$ cat config.mk
export PLATFORM = sky130hd
export DESIGN_NAME = multi_voice_song_reader
export DESIGN_NICKNAME = d
export VERILOG_FILES = /design/src/rtl/multi_voice_song_reader_pkg.sv /design/src/rtl/multi_voice_song_reader_beat_countdown.sv /design/src/rtl/multi_voice_song_reader.sv
export SDC_FILE = /design/constraint.sdc
export NUM_CORES = 1
export LEC_CHECK = 0
export BUFFER_PORTS_ARGS = -buffer_cell sky130_fd_sc_hd__clkbuf_2
export CAP_MARGIN = 20
export CORE_MARGIN = 2
export CORE_UTILIZATION = 45
export CTS_CLUSTER_DIAMETER = 100
export DETAILED_ROUTE_END_ITERATION = 7
export GPL_TIMING_DRIVEN = 0
export MAX_ROUTING_LAYER = met4
export PLACE_DENSITY = 0.68
export SLEW_MARGIN = 20
export SYNTH_ARGS = -nofsm -noshare
export SYNTH_HDL_FRONTEND = slang
export SYNTH_HIERARCHICAL = 1
export SYNTH_SLANG_ARGS = --single-unit
$ cat constraint.sdc
create_clock -name clk -period 2.8 [get_ports clk]
set_input_delay 0.28 -clock clk [delete_from_list [all_inputs] [get_ports clk]]
set_output_delay 0.28 -clock clk [all_outputs]
set_load 0.02 [all_outputs]
$ cat src/rtl/multi_voice_song_reader_pkg.sv
// Shared definitions for the song sequencer: FSM state encoding and the
// layout of a song word {adv, note, dur}.
package multi_voice_song_reader_pkg;

    typedef enum logic [2:0] {
        ST_PAUSED   = 3'd0,
        ST_FETCH    = 3'd1,
        ST_ROM_WAIT = 3'd2,
        ST_DECODE   = 3'd3,
        ST_DISPATCH = 3'd4,
        ST_ADVANCE  = 3'd5,
        ST_NEXT     = 3'd6,
        ST_END      = 3'd7
    } state_t;

    // Duration sits in the low bits, note above it, advance flag on top.
    localparam int DUR_LSB = 0;

    function automatic int note_lsb(input int dur_w);
        return dur_w;
    endfunction

    function automatic int adv_bit(input int note_w, input int dur_w);
        return note_w + dur_w;
    endfunction

endpackage

$ cat src/rtl/multi_voice_song_reader_beat_countdown.sv
// Beat-driven countdown used while an advance word holds the sequencer.
// A load always wins over a beat in the same cycle, so that beat is not counted.
module multi_voice_song_reader_beat_countdown
    import multi_voice_song_reader_pkg::*;
#(
    parameter int W = 6
) (
    input  logic         clk,
    input  logic         reset,
    input  logic         load,
    input  logic [W-1:0] value,
    input  logic         beat,
    output logic         done
);

    logic [W-1:0] count_reg;

    always_ff @(posedge clk) begin
        if (!reset) begin
            count_reg <= '0;
        end else if (load) begin
            count_reg <= value;
        end else if (beat && (count_reg != '0)) begin
            count_reg <= count_reg - W'(1);
        end
    end

    // The beat that takes the count to zero releases the hold in the same cycle.
    assign done = (count_reg == '0) || (beat && (count_reg == W'(1)));

endmodule

$ cat src/rtl/multi_voice_song_reader.sv
// Song sequencer: walks a song in an external ROM and hands each note to the
// lowest-index free voice, with advance holds, pause/resume and optional looping.
module multi_voice_song_reader
    import multi_voice_song_reader_pkg::*;
#(
    parameter int NUM_VOICES = 3,
    parameter int NOTE_W     = 6,
    parameter int DUR_W      = 6,
    parameter int SONG_SEL_W = 2,
    parameter int IDX_W      = 5
) (
    input  logic                         clk,
    input  logic                         reset,
    input  logic                         play,
    input  logic                         loop,
    input  logic [SONG_SEL_W-1:0]        song,
    input  logic                         beat,
    input  logic [NUM_VOICES-1:0]        voice_free,
    output logic [SONG_SEL_W+IDX_W-1:0]  rom_addr,
    input  logic [NOTE_W+DUR_W:0]        rom_data,
    output logic [NUM_VOICES*NOTE_W-1:0] note_out,
    output logic [NUM_VOICES*DUR_W-1:0]  dur_out,
    output logic [NUM_VOICES-1:0]        new_note,
    output logic                         song_done,
    output logic                         busy
);

    localparam int ADV_BIT  = adv_bit(NOTE_W, DUR_W);
    localparam int NOTE_LSB = note_lsb(DUR_W);

    state_t state_reg, state_next;

    logic [IDX_W-1:0]               idx_reg;
    logic [SONG_SEL_W-1:0]          song_q_reg;
    logic [SONG_SEL_W+IDX_W-1:0]    rom_addr_reg;
    logic [NOTE_W-1:0]              note_q_reg;
    logic [DUR_W-1:0]               dur_q_reg;
    logic [NUM_VOICES-1:0]          new_note_reg;
    logic                           song_done_reg;

    logic                           rom_adv;
    logic [NOTE_W-1:0]              rom_note;
    logic [DUR_W-1:0]               rom_dur;
    logic                           rom_is_end;

    logic [NUM_VOICES-1:0]          sel_onehot;
    logic                           any_free;

    logic                           take_song;
    logic                           addr_load;
    logic                           word_load;
    logic                           timer_load;
    logic                           timer_beat;
    logic                           timer_done;
    logic                           dispatch_fire;
    logic                           idx_step;
    logic                           end_fire;

    assign rom_adv    = rom_data[ADV_BIT];
    assign rom_note   = rom_data[NOTE_LSB +: NOTE_W];
    assign rom_dur    = rom_data[DUR_LSB +: DUR_W];
    assign rom_is_end = (rom_data == '0);

    // Lowest-index free voice wins.
    always_comb begin
        sel_onehot = '0;
        any_free   = 1'b0;
        for (int v = 0; v < NUM_VOICES; v++) begin
            if (voice_free[v] && !any_free) begin
                sel_onehot[v] = 1'b1;
                any_free      = 1'b1;
            end
        end
    end

    always_ff @(posedge clk) begin
        if (!reset) begin
            state_reg <= ST_PAUSED;
        end else begin
            state_reg <= state_next;
        end
    end

    always_comb begin
        state_next = state_reg;
        unique case (state_reg)
            ST_PAUSED:   if (play) state_next = ST_FETCH;
            ST_FETCH:    state_next = ST_ROM_WAIT;
            ST_ROM_WAIT: state_next = ST_DECODE;
            ST_DECODE: begin
                if (rom_is_end) begin
                    state_next = ST_END;
                end else if (rom_adv) begin
                    state_next = ST_ADVANCE;
                end else begin
                    state_next = ST_DISPATCH;
                end
            end
            ST_DISPATCH: if (any_free) state_next = ST_NEXT;
            ST_ADVANCE:  if (timer_done) state_next = ST_NEXT;
            ST_NEXT:     state_next = (&idx_reg) ? ST_END : ST_FETCH;
            ST_END:      state_next = loop ? ST_FETCH : ST_PAUSED;
            default:     state_next = ST_PAUSED;
        endcase
        // Pause overrides everything except the end-of-song bookkeeping.
        if (!play && (state_reg != ST_END)) begin
            state_next = ST_PAUSED;
        end
    end

    always_comb begin
        take_song     = 1'b0;
        addr_load     = 1'b0;
        word_load     = 1'b0;
        timer_load    = 1'b0;
        timer_beat    = 1'b0;
        dispatch_fire = 1'b0;
        idx_step      = 1'b0;
        end_fire      = 1'b0;
        unique case (state_reg)
            ST_PAUSED:   take_song = play;
            ST_FETCH:    addr_load = 1'b1;
            ST_DECODE: begin
                word_load  = 1'b1;
                timer_load = rom_adv;
            end
            ST_DISPATCH: dispatch_fire = play && any_free;
            ST_ADVANCE:  timer_beat = play && beat;
            ST_NEXT:     idx_step = play;
            ST_END:      end_fire = 1'b1;
            default:     ;
        endcase
    end

    always_ff @(posedge clk) begin
        if (!reset) begin
            idx_reg       <= '0;
            song_q_reg    <= '0;
            rom_addr_reg  <= '0;
            note_q_reg    <= '0;
            dur_q_reg     <= '0;
            new_note_reg  <= '0;
            song_done_reg <= 1'b0;
        end else begin
            if (take_song) begin
                song_q_reg <= song;
                // A different song starts from its beginning; the same song resumes in place.
                if (song != song_q_reg) begin
                    idx_reg <= '0;
                end
            end else if (end_fire) begin
                idx_reg <= '0;
            end else if (idx_step) begin
                idx_reg <= idx_reg + IDX_W'(1);
            end

            if (addr_load) begin
                rom_addr_reg <= {song_q_reg, idx_reg};
            end

            if (word_load) begin
                note_q_reg <= rom_note;
                dur_q_reg  <= rom_dur;
            end

            new_note_reg  <= dispatch_fire ? sel_onehot : '0;
            song_done_reg <= end_fire;
        end
    end

    genvar gi;
    generate
        for (gi = 0; gi < NUM_VOICES; gi++) begin : g_voice
            logic [NOTE_W-1:0] note_reg;
            logic [DUR_W-1:0]  dur_reg;

            always_ff @(posedge clk) begin
                if (!reset) begin
                    note_reg <= '0;
                    dur_reg  <= '0;
                end else if (dispatch_fire && sel_onehot[gi]) begin
                    note_reg <= note_q_reg;
                    dur_reg  <= dur_q_reg;
                end
            end

            assign note_out[gi*NOTE_W +: NOTE_W] = note_reg;
            assign dur_out[gi*DUR_W +: DUR_W]    = dur_reg;
        end
    endgenerate

    multi_voice_song_reader_beat_countdown #(
        .W(DUR_W)
    ) u_beat_countdown (
        .clk   (clk),
        .reset (reset),
        .load  (timer_load),
        .value (rom_dur),
        .beat  (timer_beat),
        .done  (timer_done)
    );

    assign rom_addr  = rom_addr_reg;
    assign new_note  = new_note_reg;
    assign song_done = song_done_reg;
    assign busy      = (state_reg != ST_PAUSED);

endmodule

==> impl_metrics.env <==
export IMPL_clkTransAtPathRegs_ns=0.08
export IMPL_io_pins=71
export IMPL_p_total_mw=1.98
export IMPL_hold_start="rom_data[6]"
export IMPL_cts_buffers=9
export IMPL_grt_pass1_wl_mm=11.4
export IMPL_dr_pass1_iters=4
export IMPL_clkSinkCount=75
export IMPL_antenna_found_initial=0
export IMPL_rr_startpoint="state_reg[0]"
export IMPL_postCtsResizedCells=0
export IMPL_hold_viol_final=0
export IMPL_rsz0062_at_grt="false"
export IMPL_drtIter0Drc=118
export IMPL_power_leakage_nw=1.69
export IMPL_cts_htree_levels=3
export IMPL_p_int_mw=1.51
export IMPL_worst_path_most_repeated_cell="a211oi_1"
export IMPL_clkPwrFrac=0.409
export IMPL_cp_end_kind="flop"
export IMPL_fillCellCount=652
export IMPL_port_buffers=70
export IMPL_wirelength_mm=7.13
export IMPL_place_ws_ns=0.541
export IMPL_drive_gt1_frac=0.239
export IMPL_min_path_type="input pin to flop"
export IMPL_ant_nets=0
export IMPL_timing_final_crit_share=0.834
export IMPL_powerDensity_nw_per_um2=527
export IMPL_post_dp_hpwl_mm=5.26
export IMPL_drt_drc_violations_left=0
export IMPL_crit_required_ns=3.02
export IMPL_synth_area_top_cells="dfxtp_1, mux2i_1, nor2_1"
export IMPL_fin_cells=499
export IMPL_grt_max_degree=14
export IMPL_avgSynthCellArea_sq_um=9.31
export IMPL_crit_fanout=10
export IMPL_seq_area_frac_synth=0.483
export IMPL_cts_setup_buffers=0
export IMPL_ff2ff_path_depth=9
export IMPL_p_sw_frac=0.235
export IMPL_worst_setup_path_start_kind="flop"
export IMPL_multi_input_area_sq_um=1520
export IMPL_ys_types=46
export IMPL_whs_ns=0.170
export IMPL_crit_start="state_reg[0]"
export IMPL_synth_ff_type="dfxtp_1"
export IMPL_fmax_mhz=428
export IMPL_grt_remaining_overflow=0
export IMPL_syn_area_sq_um=3110
export IMPL_die_w_um=87.1
export IMPL_fin_nets=443
export IMPL_period_minus_slack_ns=2.34
export IMPL_synth_top_area_share=0.483
export IMPL_finalSetupViolCount=0
export IMPL_setup_slack_ns=0.464
export IMPL_crit_arrival_ns=2.55
export IMPL_ys_top_cells_by_count="dfxtp_1, nor2_1, mux2i_1, nand2_1, a21oi_1"
export IMPL_synth_most_common_cell="dfxtp_1"
export IMPL_maxCapViolCount=0
export IMPL_finalSetupTns_ns=0
export IMPL_vias=2591
export IMPL_regArea_sq_um=1500
export IMPL_power_switching_mw=0.465
export IMPL_cts_buffer_depth=2
export IMPL_ctsHoldBuffers=0
export IMPL_grt_util_all_layers=0.202
export IMPL_core_area_sq_um=6760
export IMPL_die_y_um=87.1
export IMPL_antenna_cells=0
export IMPL_initial_utilization=0.460
export IMPL_yosys_warnings=6
export IMPL_tritoncts="done"
export IMPL_synth_fp_nets=362
export IMPL_dieArea_sq_um=7590
export IMPL_setup_worst_path_class="flop to flop"
export IMPL_clk_latency_ns=0.35
export IMPL_ir_worst_vdd_v=0.000345
export IMPL_grt_pass1_vias=2352
export IMPL_gp_congestion=0.825
export IMPL_syn_to_final_growth_pct=20.6
export IMPL_avgRoutedWirePerCell_um=14.3
export IMPL_crit_slowest_cell="dfxtp_1"
export IMPL_power_share_combinational=0.048
export IMPL_fin_skew_ns=0.0122
export IMPL_outcome="completed"
export IMPL_tightestPinTransition_ns=0.585
export IMPL_cts_root_buf="clkbuf_8"
export IMPL_async_reset_ff_frac=0
export IMPL_crit_chain="clkbuf_1 > nand3_1 > nor2_1 > a21oi_1 > nor4_1 > nand2b_1 > a311oi_2 > a211oi_1 > a211oi_1"
export IMPL_placementRows=30
export IMPL_netlist_instances=334
export IMPL_pwr_share_seq=0.543
export IMPL_slowest_delay_ns=0.48
export IMPL_slew_viol_final=0
export IMPL_synth_area_leader_cell="dfxtp_1"
export IMPL_min_path_cells=3
export IMPL_synth_edf_count=0
export IMPL_dp_cells=484
export IMPL_routed_via_density=5.19
export IMPL_relSlewSlack=0.609
export IMPL_ys_ff_latch=75
[power by group through the flow]
stage               Combinational, mW  Clock, mW  Sequential [mW]
detailed placement             0.0947          0             1.10
CTS                            0.0954      0.827             1.07
finish                         0.0949      0.809             1.07
floorplan                      0.0532          0             1.10
global route                    0.104      0.871             1.07
global placement               0.0943          0             1.10
[layer usage]
metal / GRT usage / up-vias / wire (um)
met2: 0.287 / 64 / 3070
met3: 0.0436 / 10 / 329
met1: 0.280 / 1198 / 3620
met5: - / - / 0
li1: - / 1319 / -
met4: 0.0839 / 0 / 114
[final cells by class]
| type | count | area share |
|---|---|---|
| clock buffer | 9 | 0.0330 |
| tap | 80 | 0.0267 |
| sequential | 75 | 0.401 |
| buffer | 15 | 0.0170 |
| multi-input combinational | 237 | 0.405 |
| timing repair buffer | 70 | 0.0935 |
| inverter | 7 | 0.00701 |
| clock inverter | 6 | 0.0174 |
[critical path, delay by kind of cell, from the launching register on]
family          cells  cell delay (ns)
flops               1             0.48
simple gates        4             0.86
compound gates      4             0.52
buf+inv             1             0.33
[kinds of logic (layout without fill, tap and decap cells)]
| kind of cell | Yosys count | in the layout | share of synthesized area |
|---|---|---|---|
| AO/OA/AOI/OAI | 52 | 52 | 0.0990 |
| XOR/XNOR | 3 | 3 | 0.00845 |
| adder cells (fa/ha/maj) | 5 | 5 | 0.0201 |
| buffers and inverters | 22 | 107 | 0.0290 |
| flip-flops | 75 | 75 | 0.483 |
| multiplexers | 49 | 49 | 0.158 |
| AND/OR/NAND/NOR | 128 | 128 | 0.202 |
[worst paths after layout]
check,endpoint,slack [ns]
max,state_reg[0],0.46
min,note_q_reg[0],0.17
max reg2reg,state_reg[0],0.46
min reg2reg,idx_reg[4],0.49
[layout by cell type (no fill, tap or decap), types with 4 or more instances in the layout]
| master | netlist | layout |
|---|---|---|
| nor2b_1 | 5 | 5 |
| o21ai_0 | 12 | 12 |
| nor2_1 | 53 | 53 |
| clkbuf_2 | 0 | 70 |
| a21oi_1 | 23 | 23 |
| inv_1 | 5 | 5 |
| nand2b_1 | 4 | 4 |
| ha_1 | 5 | 5 |
| clkbuf_1 | 11 | 11 |
| nand3_1 | 6 | 6 |
| nand2_1 | 33 | 33 |
| dfxtp_1 | 75 | 75 |
| nor3_1 | 6 | 6 |
| mux2i_1 | 48 | 48 |
| clkbuf_8 | 0 | 9 |
[metrics by stage]
step,area (sq um),util
2_1_floorplan,3110,-
3_3_place_gp,3560,0.527
3_5_place_dp,3560,0.527
4_1_cts,3750,0.555
5_1_grt,3750,0.555
6_report,3750,0.555
(Power assumes the default switching activity.)
